$ cat src/rtl/psg_bus_pkg.sv
// Shared types and helpers for the PSG bus sequencer: FSM states, the queued
// write request and the TurboSound chip-select prefix.
package psg_bus_pkg;

  typedef enum logic [1:0] {
    IDLE    = 2'd0,
    SETUP   = 2'd1,
    STROBE  = 2'd2,
    RECOVER = 2'd3
  } psg_state_t;

  typedef struct packed {
    logic       is_addr;
    logic [7:0] data;
  } psg_req_t;

  localparam logic [6:0] SEL_PREFIX = 7'h7F;

  // One-hot BDIR/BC lane for a chip index.
  function automatic logic [1:0] chip_mask(input logic chip);
    return chip ? 2'b10 : 2'b01;
  endfunction

endpackage

$ cat src/rtl/psg_bus_ctrl.sv
// Turns CPU I/O writes to FFFD/BFFD into psg_ce-aligned BDIR/BC bus cycles for
// one or two ym2149 chips, with a single-entry holding register.
module psg_bus_ctrl
  import psg_bus_pkg::*;
#(
  parameter int TURBOSOUND = 1,
  parameter int HOLD_TICKS = 2
) (
  input  logic        clk_sys,
  input  logic        nRESET,
  input  logic        psg_ce,
  input  logic [15:0] A,
  input  logic [7:0]  din,
  input  logic        io_we,
  input  logic        io_rd,
  output logic [7:0]  psg_di,
  output logic [1:0]  psg_bdir,
  output logic [1:0]  psg_bc,
  input  logic [7:0]  psg_do0,
  input  logic [7:0]  psg_do1,
  output logic [7:0]  psg_dout,
  output logic        busy,
  output logic        wait_req,
  output logic        overrun,
  output logic        active_chip
);

  localparam logic [2:0] HOLD_T = 3'(HOLD_TICKS);

  psg_state_t state;
  psg_req_t   hold_req;
  psg_req_t   new_req;
  logic       hold_full;
  logic       io_we_q;
  logic       work_chip;
  logic [2:0] tick;
  logic       psg_sel;
  logic       capture;
  logic       sel_write;
  logic       req_valid;
  logic       unload;
  logic       unused_bits;

  assign psg_sel   = A[0] & A[15] & ~A[1];
  assign capture   = io_we & ~io_we_q & psg_sel;
  assign sel_write = capture & (TURBOSOUND != 0) & A[14] & (din[7:1] == SEL_PREFIX);
  assign req_valid = capture & ~sel_write;
  assign new_req   = '{is_addr: A[14], data: din};
  assign unload    = (state == IDLE) & hold_full;

  assign busy     = (state != IDLE) | hold_full;
  assign wait_req = hold_full;
  assign psg_dout = (psg_sel & A[14]) ? (active_chip ? psg_do1 : psg_do0) : 8'hFF;

  assign unused_bits = &{1'b0, io_rd, A[13:2]};

  // Request payload is qualified by hold_full, so it carries no reset.
  always_ff @(posedge clk_sys) begin
    if (req_valid && (!hold_full || unload))
      hold_req <= new_req;
  end

  // Capture, holding-register occupancy and bus FSM.
  always_ff @(posedge clk_sys) begin
    if (!nRESET) begin
      io_we_q     <= 1'b0;
      active_chip <= 1'b0;
      hold_full   <= 1'b0;
      overrun     <= 1'b0;
      state       <= IDLE;
      work_chip   <= 1'b0;
      tick        <= 3'd0;
      psg_di      <= 8'h00;
      psg_bdir    <= 2'b00;
      psg_bc      <= 2'b00;
    end else begin
      io_we_q <= io_we;
      if (sel_write)
        active_chip <= ~din[0];

      // A slot freed by IDLE on this edge is immediately reusable.
      if (req_valid && (!hold_full || unload)) begin
        hold_full <= 1'b1;
      end else begin
        if (req_valid)
          overrun <= 1'b1;
        if (unload)
          hold_full <= 1'b0;
      end

      case (state)
        IDLE: begin
          if (hold_full) begin
            work_chip <= active_chip;
            psg_di    <= hold_req.data;
            psg_bc    <= hold_req.is_addr ? chip_mask(active_chip) : 2'b00;
            psg_bdir  <= 2'b00;
            state     <= SETUP;
          end
        end
        SETUP: begin
          if (psg_ce) begin
            state    <= STROBE;
            tick     <= 3'd0;
            psg_bdir <= chip_mask(work_chip);
          end
        end
        STROBE: begin
          if (psg_ce) begin
            tick <= tick + 3'd1;
            if (tick + 3'd1 == HOLD_T) begin
              state    <= RECOVER;
              psg_bdir <= 2'b00;
              psg_bc   <= 2'b00;
            end
          end
        end
        RECOVER: begin
          if (psg_ce)
            state <= IDLE;
        end
        default: state <= IDLE;
      endcase
    end
  end

endmodule
$ cat config.mk
export PLATFORM = sky130hd
export DESIGN_NAME = psg_bus_ctrl
export DESIGN_NICKNAME = d
export VERILOG_FILES = /design/src/rtl/psg_bus_pkg.sv /design/src/rtl/psg_bus_ctrl.sv
export SDC_FILE = /design/constraint.sdc
export NUM_CORES = 1
export LEC_CHECK = 0
export CAP_MARGIN = 20
export CORE_MARGIN = 4
export CORE_UTILIZATION = 40
export DETAILED_ROUTE_END_ITERATION = 10
export PLACE_DENSITY = 0.79
export SYNTH_ARGS = -nofsm -noshare
export SYNTH_HDL_FRONTEND = slang
export SYNTH_SLANG_ARGS = --single-unit
$ cat constraint.sdc
create_clock -name clk_sys -period 2.3 [get_ports clk_sys]
set_clock_uncertainty 0.05 [all_clocks]
set_input_delay 0.23 -clock clk_sys [delete_from_list [all_inputs] [get_ports clk_sys]]
set_output_delay 0.23 -clock clk_sys [all_outputs]
set_load 0.02 [all_outputs]
==> flow_summary.json <==
{
  "crit_path_max_fanout": 10,
  "placement.io_buffers": 55,
  "cts_inserted_buffers": 5,
  "holdCritPathClass": "flop to flop",
  "drcViolationCount": 0,
  "synth.avg_cell_area_um2": 9.288,
  "timing.fmax_mhz": 466.2,
  "synthTopCellsByArea": "dfxtp_1 (30%), edfxtp_1 (19%), nand2_1 (9.3%)",
  "mappedNetlistArea_mm2": 0.001449,
  "global_route.usage.total": 0.1555,
  "grt_pass1_wl_um": 5292,
  "ff_latch_area_um2": 711.9,
  "total_negative_setup_slacks_ps": 0,
  "crit_path_start_kind": "flop",
  "cts_sinks": 31,
  "transition_time_of_the_tightest_slew_check_pin_ps": 508.0,
  "critPathArrivalTime_ps": 1870,
  "yosys_register_bits": 31,
  "yosys-top-cells-count": "nand2_1 (36), dfxtp_1 (22), a21oi_1 (13)",
  "antenna_found_initial": 0,
  "clk_pin_slew_worst_paths_ps": 100,
  "worst-r2r-cell-count": 5,
  "grt_start_max_net_pins": 16,
  "die-width_um": 68.19,
  "multiInputGateArea_um2": 679.4,
  "synthDominantAreaCellType": "dfxtp_1",
  "post_route_cells_drive_above_1_share": 0.07407,
  "filler_cell_count": 289,
  "stdcell_count": 262,
  "run_status": "complete, no violations",
  "syn-instance-count": 156,
  "final_nets": 268,
  "slew-limit-headroom": 0.6609,
  "grt_overflow_total": 0,
  "cts_tree": "built",
  "synthFlopType": "dfxtp_1",
  "numPlacedInstances": 254,
  "setup_viol": 0,
  "wire_per_inst_um": 12.15,
  "die-height_um": 68.19,
  "design.die.area_mm2": 0.004649,
  "worstSetupPathType": "flop to output port",
  "finalHoldViolations": 0,
  "post-cts-setup-buffers": 0,
  "post-synth-top-area-fraction": 0.3040,
  "setup.worst_path.start": "active_chip",
  "max_cap_violations": 0,
  "via_count": 1280,
  "worstReg2RegStart": "tick[0]",
  "ctsRootBufferMaster": "clkbuf_4",
  "first_global_vias": 1255,
  "dr.pass1.iters": 4,
  "yosysSeqAreaShare": 0.4905,
  "final_wirelength_um": 3182,
  "layout.core_utilization": 0.6212,
  "ys.warnings.count": 0,
  "clk_path_buf_depth": 2,
  "final_max_slew_viol_count": 0,
  "async_reset_ff_frac": 0,
  "critical_path.reg2reg.endpoint": "psg_bdir[0]",
  "drt_iter0_drc": 62,
  "ys_types": 35,
  "crit_required_ps": 2020,
  "setup.worst_path.end": "psg_dout[4]",
  "vdd.ir_drop.worst_mv": 0.2894,
  "htree_levels": 2,
  "timing.final.crit_share": 0.9327,
  "synthMostInstantiatedCell": "nand2_1",
  "n_diodes": 0,
  "rsz0062_at_grt": "false",
  "place.detailed.hpwl_um": 2522,
  "boundaryPins": 69,
  "post-route-min-period_ps": 2145,
  "worst_skew_pair.late_latency_ps": 330,
  "rows": 21,
  "place_congestion": 0.7527,
  "total_leakage_power_nw": 0.7595,
  "cp-end-kind": "output port",
  "initial_utilization": 0.4242,
  "reg2reg_setup_slack_ps": 530,
  "synth_edf_count": 9,
  "final_antenna_net_count": 0,
  "post_drt_via_cell_ratio": 4.885,
  "areaGrowthSynthToFinish_pct": 46.46,
  "mappedNetlistNets": 209,
  "power_per_cell_area_mw_per_mm2": 589.8,
  "core_region_area_mm2": 0.003416
}
==> per-layer routing <==
metal	vias up	share of wire	GRT usage
met3	6	0.087	0.07389
met1	570	0.42	0.1679
met2	46	0.47	0.2623
li1	658	-	-
met4	0	0.019	0.05955
met5	-	0	0
==> state kept, by name, summed over array words and instances, names as in the netlist <==
register,flops
psg_bc,2
io_we_q,1
wait_req,1
tick,3
state,2
hold_req,9
psg_bdir,2
psg_di,8
work_chip,1
overrun,1
active_chip,1
==> worst min path at each step <==
stage	from	endpoint	slack, ps	depth (start not counted)
2_1_floorplan	din[0]	active_chip	280	1
3_3_place_gp	psg_di[3]	psg_di[3]	390	2
3_5_place_dp	psg_di[4]	psg_di[4]	400	2
4_1_cts	psg_di[7]	psg_di[7]	410	2
5_1_grt	din[3]	hold_req[3]	430	1
6_report	psg_di[4]	psg_di[4]	410	2
==> report_power, final <==
| part | switching (mW) | internal [mW] |
|---|---|---|
| Clock | 0.180 | 0.148 |
| Sequential | 0.0172 | 0.582 |
| Combinational | 0.175 | 0.149 |
==> worst max-delay path, cell delays in order (launching register included) <==
cell             delay (ps)
dfxtp_1                 650
mux2i_1                 270
nand2_1                  70
clkdlybuf4s50_1         550
==> cell families (layout without fill, tap and decap cells) <==
group	count (synthesis)	after routing	synth area share
AND/OR/NAND/NOR	59	59	0.1814
AO/OA/AOI/OAI	32	32	0.1485
flip-flops	31	31	0.4905
buffers and inverters	16	76	0.04230
multiplexers	9	9	0.06218
adder cells (fa/ha/maj)	8	8	0.06909
XOR/XNOR	1	1	0.006046
==> placed cells by master, fill, tap and decap left out, drive strengths merged, types with 2 or more instances in the layout <==
master          n
a21oi          13
ha              8
nand4           2
edfxtp          9
a211oi          2
o21ai           5
nand3           2
o2111ai         3
mux2i           9
nand2          36
buf             3
clkdlybuf4s50  54
inv            10
dfxtp          22
nor2            9
clkbuf          7
and2            4
==> layout make-up <==
| class | instances | area share |
|---|---|---|
| Sequential cell | 31 | 0.3355 |
| Inverter | 10 | 0.01769 |
| Multi-Input combinational cell | 109 | 0.3202 |
| Clock buffer | 7 | 0.02594 |
| Clock inverter | 1 | 0.002358 |
| Timing Repair Buffer | 58 | 0.2712 |
| Tap cell | 46 | 0.02712 |
==> repair_timing <==
action,in CTS,in global routing
hold buffers,0,0
endpoints found under the hold margin,0,0
gates resized for setup,0,3
setup endpoints to repair,0,1
==> stage by stage <==
| step | total power, mW | setup WS (ps) | area, um^2 | hold WS (ps) |
|---|---|---|---|---|
| 2_1_floorplan | 0.8045 | 570.9 | 1449 | 275.6 |
| 3_3_place_gp | 0.9310 | 199.2 | 2056 | 393.3 |
| 3_5_place_dp | 0.9373 | 186.0 | 2056 | 399.4 |
| 4_1_cts | 1.266 | 16.99 | 2116 | 412.9 |
| 5_1_grt | 1.332 | 29.13 | 2122 | 425.4 |
| 6_report | 1.252 | 154.8 | 2122 | 410.4 |
(Power assumes the default switching activity.)
